--- src/rtl/mem_bus_pkg.sv ---
// Shared types and constants for the MEM-stage bus bridge.
package mem_bus_pkg;

  typedef enum logic [2:0] {
    IDLE,
    WR_DRAIN,
    RD_WAIT_DRAIN,
    RD_REQ,
    RD_DONE
  } state_t;

  // Load result presented when a read is abandoned on timeout.
  localparam logic [31:0] ABORT_RDATA = 32'h0;

  function automatic int tmo_cnt_w(input int timeout);
    return $clog2(timeout + 1);
  endfunction

endpackage

--- src/rtl/wr_buffer.sv ---
// One-entry posted write buffer: holds {valid, addr, data} and compares a
// lookup address against the held entry for store-to-load forwarding.
module wr_buffer #(
  parameter int WIDTH  = 32,
  parameter int ADDR_W = 11
) (
  input  logic              clk,
  input  logic              rst,
  input  logic              load,
  input  logic              clear,
  input  logic [ADDR_W-1:0] wr_addr,
  input  logic [WIDTH-1:0]  wr_data,
  input  logic [ADDR_W-1:0] rd_addr,
  output logic [WIDTH-1:0]  data,
  output logic              hit
);

  logic              valid;
  logic [ADDR_W-1:0] addr;

  // A new store landing on the drain-complete edge wins over the clear.
  always_ff @(posedge clk or negedge rst) begin
    if (!rst) begin
      valid <= 1'b0;
      addr  <= '0;
      data  <= '0;
    end else if (load) begin
      valid <= 1'b1;
      addr  <= wr_addr;
      data  <= wr_data;
    end else if (clear) begin
      valid <= 1'b0;
    end
  end

  assign hit = valid && (addr == rd_addr);

endmodule

--- src/rtl/mem_bus_bridge.sv ---
// MEM-stage load/store to valid/ready bus bridge with a posted write buffer,
// store-to-load forwarding, pipeline stall generation and a bus timeout.
//
// state         | meaning
// IDLE          | no transfer outstanding, write buffer empty
// WR_DRAIN      | buffered store being written on the bus
// RD_WAIT_DRAIN | load missed while draining; waits for the write to finish
// RD_REQ        | read on the bus, pipeline stalled
// RD_DONE       | read data presented for one cycle, pipeline advances
module mem_bus_bridge #(
  parameter int WIDTH   = 32,
  parameter int ADDR_W  = 11,
  parameter int TIMEOUT = 255
) (
  input  logic              clk,
  input  logic              rst,
  input  logic              MEMREAD_IN,
  input  logic              MEMWRITE_IN,
  input  logic [ADDR_W-1:0] ADDRESS_IN,
  input  logic [WIDTH-1:0]  WRDATA_IN,
  output logic [WIDTH-1:0]  RDDATA_OUT,
  output logic              STALL,
  output logic              BUS_VALID,
  output logic              BUS_WE,
  output logic [ADDR_W-1:0] BUS_ADDR,
  output logic [WIDTH-1:0]  BUS_WDATA,
  input  logic              BUS_READY,
  input  logic [WIDTH-1:0]  BUS_RDATA,
  output logic              BUS_ERR
);
  import mem_bus_pkg::*;

  localparam int CNT_W = tmo_cnt_w(TIMEOUT);
  localparam logic [CNT_W-1:0] TMO_LAST = CNT_W'(TIMEOUT - 1);

  state_t            state_q, state_d;
  logic              bus_valid_q, valid_d;
  logic              bus_we_q, we_d;
  logic [ADDR_W-1:0] bus_addr_q, addr_d;
  logic [WIDTH-1:0]  bus_wdata_q, wdata_d;
  logic [WIDTH-1:0]  rdata_q, rdata_d;
  logic [CNT_W-1:0]  tmo_q;
  logic              err_q;

  logic              is_load, is_store;
  logic              buf_hit, buf_clear;
  logic [WIDTH-1:0]  buf_data;
  logic              handshake, abort, drain_end;
  logic              stall_raw, issue_wr, issue_rd;

  assign is_store  = MEMWRITE_IN;
  assign is_load   = MEMREAD_IN && !MEMWRITE_IN;
  assign handshake = bus_valid_q && BUS_READY;
  assign abort     = bus_valid_q && !BUS_READY && (tmo_q == TMO_LAST);
  assign drain_end = handshake || abort;

  wr_buffer #(.WIDTH(WIDTH), .ADDR_W(ADDR_W)) u_wr_buffer (
    .clk     (clk),
    .rst     (rst),
    .load    (issue_wr),
    .clear   (buf_clear),
    .wr_addr (ADDRESS_IN),
    .wr_data (WRDATA_IN),
    .rd_addr (ADDRESS_IN),
    .data    (buf_data),
    .hit     (buf_hit)
  );

  always_ff @(posedge clk or negedge rst) begin
    if (!rst) begin
      state_q     <= IDLE;
      bus_valid_q <= 1'b0;
      bus_we_q    <= 1'b0;
      bus_addr_q  <= '0;
      bus_wdata_q <= '0;
      rdata_q     <= '0;
      tmo_q       <= '0;
      err_q       <= 1'b0;
    end else begin
      state_q     <= state_d;
      bus_valid_q <= valid_d;
      bus_we_q    <= we_d;
      bus_addr_q  <= addr_d;
      bus_wdata_q <= wdata_d;
      rdata_q     <= rdata_d;
      if (handshake || abort) tmo_q <= '0;
      else if (bus_valid_q)   tmo_q <= tmo_q + CNT_W'(1);
      if (abort) err_q <= 1'b1;
    end
  end

  always_comb begin
    state_d   = state_q;
    valid_d   = bus_valid_q;
    we_d      = bus_we_q;
    addr_d    = bus_addr_q;
    wdata_d   = bus_wdata_q;
    rdata_d   = rdata_q;
    buf_clear = 1'b0;
    stall_raw = 1'b0;
    issue_wr  = 1'b0;
    issue_rd  = 1'b0;
    unique case (state_q)
      IDLE: begin
        if (is_store) begin
          issue_wr = 1'b1;
          state_d  = WR_DRAIN;
        end else if (is_load) begin
          stall_raw = 1'b1;
          issue_rd  = 1'b1;
          state_d   = RD_REQ;
        end
      end
      WR_DRAIN: begin
        buf_clear = drain_end;
        if (is_store) begin
          stall_raw = !drain_end;
          issue_wr  = drain_end;
        end else if (is_load && !buf_hit) begin
          stall_raw = 1'b1;
          issue_rd  = drain_end;
          state_d   = drain_end ? RD_REQ : RD_WAIT_DRAIN;
        end else if (drain_end) begin
          valid_d = 1'b0;
          state_d = IDLE;
        end
      end
      RD_WAIT_DRAIN: begin
        stall_raw = 1'b1;
        buf_clear = drain_end;
        issue_rd  = drain_end;
        if (drain_end) state_d = RD_REQ;
      end
      RD_REQ: begin
        stall_raw = 1'b1;
        if (handshake || abort) begin
          valid_d = 1'b0;
          rdata_d = handshake ? BUS_RDATA : WIDTH'(ABORT_RDATA);
          state_d = RD_DONE;
        end
      end
      RD_DONE: state_d = IDLE;
      default: state_d = IDLE;
    endcase
    // Address/data/direction only move when a new transfer is launched.
    if (issue_wr || issue_rd) begin
      valid_d = 1'b1;
      we_d    = issue_wr;
      addr_d  = ADDRESS_IN;
      wdata_d = issue_wr ? WRDATA_IN : bus_wdata_q;
    end
  end

  assign BUS_VALID  = bus_valid_q;
  assign BUS_WE     = bus_we_q;
  assign BUS_ADDR   = bus_addr_q;
  assign BUS_WDATA  = bus_wdata_q;
  assign BUS_ERR    = err_q;
  assign STALL      = rst && stall_raw;
  assign RDDATA_OUT = (is_load && buf_hit) ? buf_data : rdata_q;

endmodule

--- config.mk ---
export PLATFORM = sky130hd
export DESIGN_NAME = mem_bus_bridge
export DESIGN_NICKNAME = d
export VERILOG_FILES = /design/src/rtl/mem_bus_pkg.sv /design/src/rtl/wr_buffer.sv /design/src/rtl/mem_bus_bridge.sv
export SDC_FILE = /design/constraint.sdc
export NUM_CORES = 1
export LEC_CHECK = 0
export CAP_MARGIN = 20
export CORE_ASPECT_RATIO = 0.75
export CORE_MARGIN = 10
export CORE_UTILIZATION = 40
export CTS_CLUSTER_DIAMETER = 100
export DETAILED_ROUTE_END_ITERATION = 8
export HOLD_SLACK_MARGIN = 0.05
export PLACE_DENSITY = 0.72
export SKIP_CTS_REPAIR_TIMING = 1
export SYNTH_ARGS = -nofsm -noshare
export SYNTH_HDL_FRONTEND = slang
export SYNTH_SLANG_ARGS = --single-unit
--- constraint.sdc ---
create_clock -name clk -period 5.9 [get_ports clk]
set_input_delay 0.59 -clock clk [delete_from_list [all_inputs] [get_ports clk]]
set_output_delay 0.59 -clock clk [all_outputs]
set_load 0.005 [all_outputs]
==> impl_metrics.json <==
{
  "cts_sinks": 101,
  "cp-end-kind": "output pin",
  "grt-ovfl-total": 0,
  "core_region_area_um2": 11100,
  "wl_per_cell_um": 20.4,
  "ys.flop_type": "dfrtp_1",
  "dp.cells": 630,
  "syn_to_final_growth_pct": 44.3,
  "synth_seq_cells": 101,
  "grt_pass1_vias": 3711,
  "endpoint": "RDDATA_OUT[6]",
  "critPathLaunch": "ADDRESS_IN[4]",
  "antenna_left": 0,
  "drive_above_1_share_pct": 20.5,
  "intPower_mw": 2.27,
  "antenna_found_initial": 0,
  "diodes": 0,
  "gr-usage-all-layers_pct": 16.4,
  "layout.nets": 584,
  "die_height_um": 113,
  "rrSetupSlack_ns": 2.57,
  "cp-start-kind": "primary input",
  "tns_ns": 0,
  "yosys_warnings": 0,
  "ys_seq_area_share_pct": 55.1,
  "synth_common_cells": "dfrtp_1 (101), mux2_2 (73), a22o_1 (32)",
  "leakagePower_nw": 2.80,
  "switching_share_pct": 30.5,
  "syn_area_um2": 4580,
  "p_per_area_nw_per_um2": 494,
  "path_clk_slew_ns": 0.06,
  "synth_edf_count": 0,
  "clkPwrFrac_pct": 18.1,
  "tightest_slew_ns": 0.658,
  "fill_cells": 895,
  "drc": 0,
  "syn_inst": 346,
  "die-area_um2": 16200,
  "skew_ns": 0.00547,
  "grt_max_degree": 84,
  "cts_tree": "yes",
  "cap_violations": 0,
  "r2r_cells": 7,
  "rsz0062_at_grt": "no",
  "fp.dieW_um": 144,
  "cp_max_fo": 32,
  "r2r_end": "BUS_ADDR[2]$_DFFE_PN0P_",
  "path_cells": "clkdlybuf4s50_1, xnor2_1, nand4_1, nor4_4, buf_4, mux2_2, clkdlybuf4s50_1",
  "setup_viol": 0,
  "viasPerCell": 5.28,
  "fin_crit_ns": 3.75,
  "post-route-period-util_pct": 63.5,
  "final_cells": 647,
  "synth_top_area_share_pct": 55.1,
  "yosysTopAreaCell": "dfrtp_1",
  "slew_viol_final": 0,
  "cts_buffer_depth": 2,
  "max_freq_ghz": 0.267,
  "start_util_pct": 41.4,
  "p_sw_mw": 0.997,
  "gp_congestion": 0.805,
  "syn_nets": 428,
  "pwr-share-comb_pct": 43.4,
  "avgSynthCellArea_um2": 13.2,
  "slew_headroom_pct": 56.1,
  "async_flop_share_pct": 100,
  "rows": 33,
  "yosys-top-cells-area": "dfrtp_1 (55%), mux2_2 (18%), a22o_1 (6.1%)",
  "dp_hpwl_um": 9640,
  "clock-root-buffer": "clkbuf_16",
  "slowest_delay_ns": 0.51,
  "ir_worst_vdd_v": 0.000267,
  "r2r-start": "BUS_VALID$_DFFE_PN0P_",
  "ys_types": 45,
  "yosysMostFrequentCell": "dfrtp_1",
  "hp-class": "primary input to async pin",
  "critPathRequiredTime_ns": 5.31,
  "io_pins": 159,
  "h-tree-depth": 3,
  "crit_arrival_ns": 3.16,
  "crit_slowest_cell": "clkdlybuf4s50_1",
  "cpMostUsedCell": "clkdlybuf4s50_1",
  "drt_iter0_drc": 203,
  "hold_violations": 0,
  "io_buffers": 158,
  "seq_power_share_pct": 38.5,
  "outcome": "completed",
  "clock_latency_ns": 0.34,
  "grt_pass1_wl_um": 21100,
  "critPathKind": "primary input to output pin",
  "wl_um": 13200,
  "dr.pass1.iters": 4,
  "vias": 3417,
  "numCtsBuffers": 9
}
[sequential cells by signal (all words and copies together), names as in the netlist]
name               count
tmo_q                  8
BUS_WE                 1
BUS_ERR                1
u_wr_buffer.addr      11
state_q                3
u_wr_buffer.data      31
BUS_ADDR              11
u_wr_buffer.valid      1
BUS_VALID              1
BUS_WDATA              1
rdata_q               32
[layout make-up]
class                   instances  area (um2)  area share (%)
inverters                      11        41.3           0.624
well taps                     140         175            2.65
clock buffers                  13         250            3.78
clock inverters                 3        45.0           0.681
flip-flops and latches        101        2530            38.2
repair buffers                166        1660            25.1
multi-input cells             213        1920            29.0
[kinds of logic after synthesis]
kind of cell               synth area share, %
AOI/OAI and AO/OA                         10.9
xor gates and xnor gates                  2.29
adders and majority gates                0.546
buffers and inverters                     3.47
DFF                                       55.1
muxes                                     21.3
and+or+nand+nor                           6.25
[worst max-delay path, delay by kind of cell]
family                 cells  cell delay, ns
AND/OR/NAND/NOR            2            0.58
XOR/XNOR                   1            0.15
multiplexers               1            0.40
buffers and inverters      3            1.42
[worst min-delay path by stage]
stage,to,slack [ns],cells past startpoint
floorplan,BUS_ADDR[0]$_DFFE_PN0P_,0.29,0
global placement,BUS_ERR$_DFFE_PN0P_,0.46,1
detailed placement,BUS_ERR$_DFFE_PN0P_,0.46,1
CTS,BUS_ADDR[1]$_DFFE_PN0P_,0.11,1
global route,BUS_ADDR[10]$_DFFE_PN0P_,0.12,1
finish,BUS_ADDR[1]$_DFFE_PN0P_,0.13,1
[stage by stage]
step	hold WS, ns	power, mW	worst slack, ns	util (%)	instance area [um2]
after floorplan	0.294	1.90	3.38	-	4580
after global placement	0.460	2.64	2.17	56.8	6280
after detailed placement	0.456	2.70	2.13	56.9	6290
after CTS	0.112	3.32	2.12	59.5	6590
after global routing	0.121	3.49	1.99	59.8	6620
final	0.128	3.27	2.15	59.8	6620
[power groups by stage]
stage | clock (mW) | combinational (mW) | sequential (mW)
3_3_place_gp | 0 | 1.39 | 1.25
3_5_place_dp | 0 | 1.44 | 1.27
6_report | 0.592 | 1.42 | 1.26
4_1_cts | 0.618 | 1.44 | 1.26
2_1_floorplan | 0 | 0.710 | 1.19
5_1_grt | 0.644 | 1.54 | 1.31
[routing by layer]
metal  global-route usage, %  vias to the layer above  share of wire [%]
li1                        -                     1581                  -
met1                    20.3                     1657                 42
met2                    24.6                      156                 45
met3                    8.32                       23                 11
met4                    4.62                        0                1.8
met5                       0                        -                  0
[cell usage in the layout, fill, tap and decap left out, types with 2 or more instances in the layout]
master and n:
clkdlybuf4s50_1 157, dfrtp_1 101, mux2_2 73, a22o_1 32
mux2_1 13, xnor2_1 12, inv_1 11, nand2_1 10
nor2_1 10, o21ai_0 9, clkbuf_16 9, buf_4 8
nand4_1 5, and3_1 4, nand3_1 3, nand3b_1 3
clkbuf_1 3, o2111ai_1 2, o211ai_1 2, nand3_2 2
o31ai_1 2, a21o_1 2, o22ai_1 2, a21oi_1 2
a211o_1 2, ha_1 2, clkinvlp_4 2
Power figures use the tool's default switching activity.
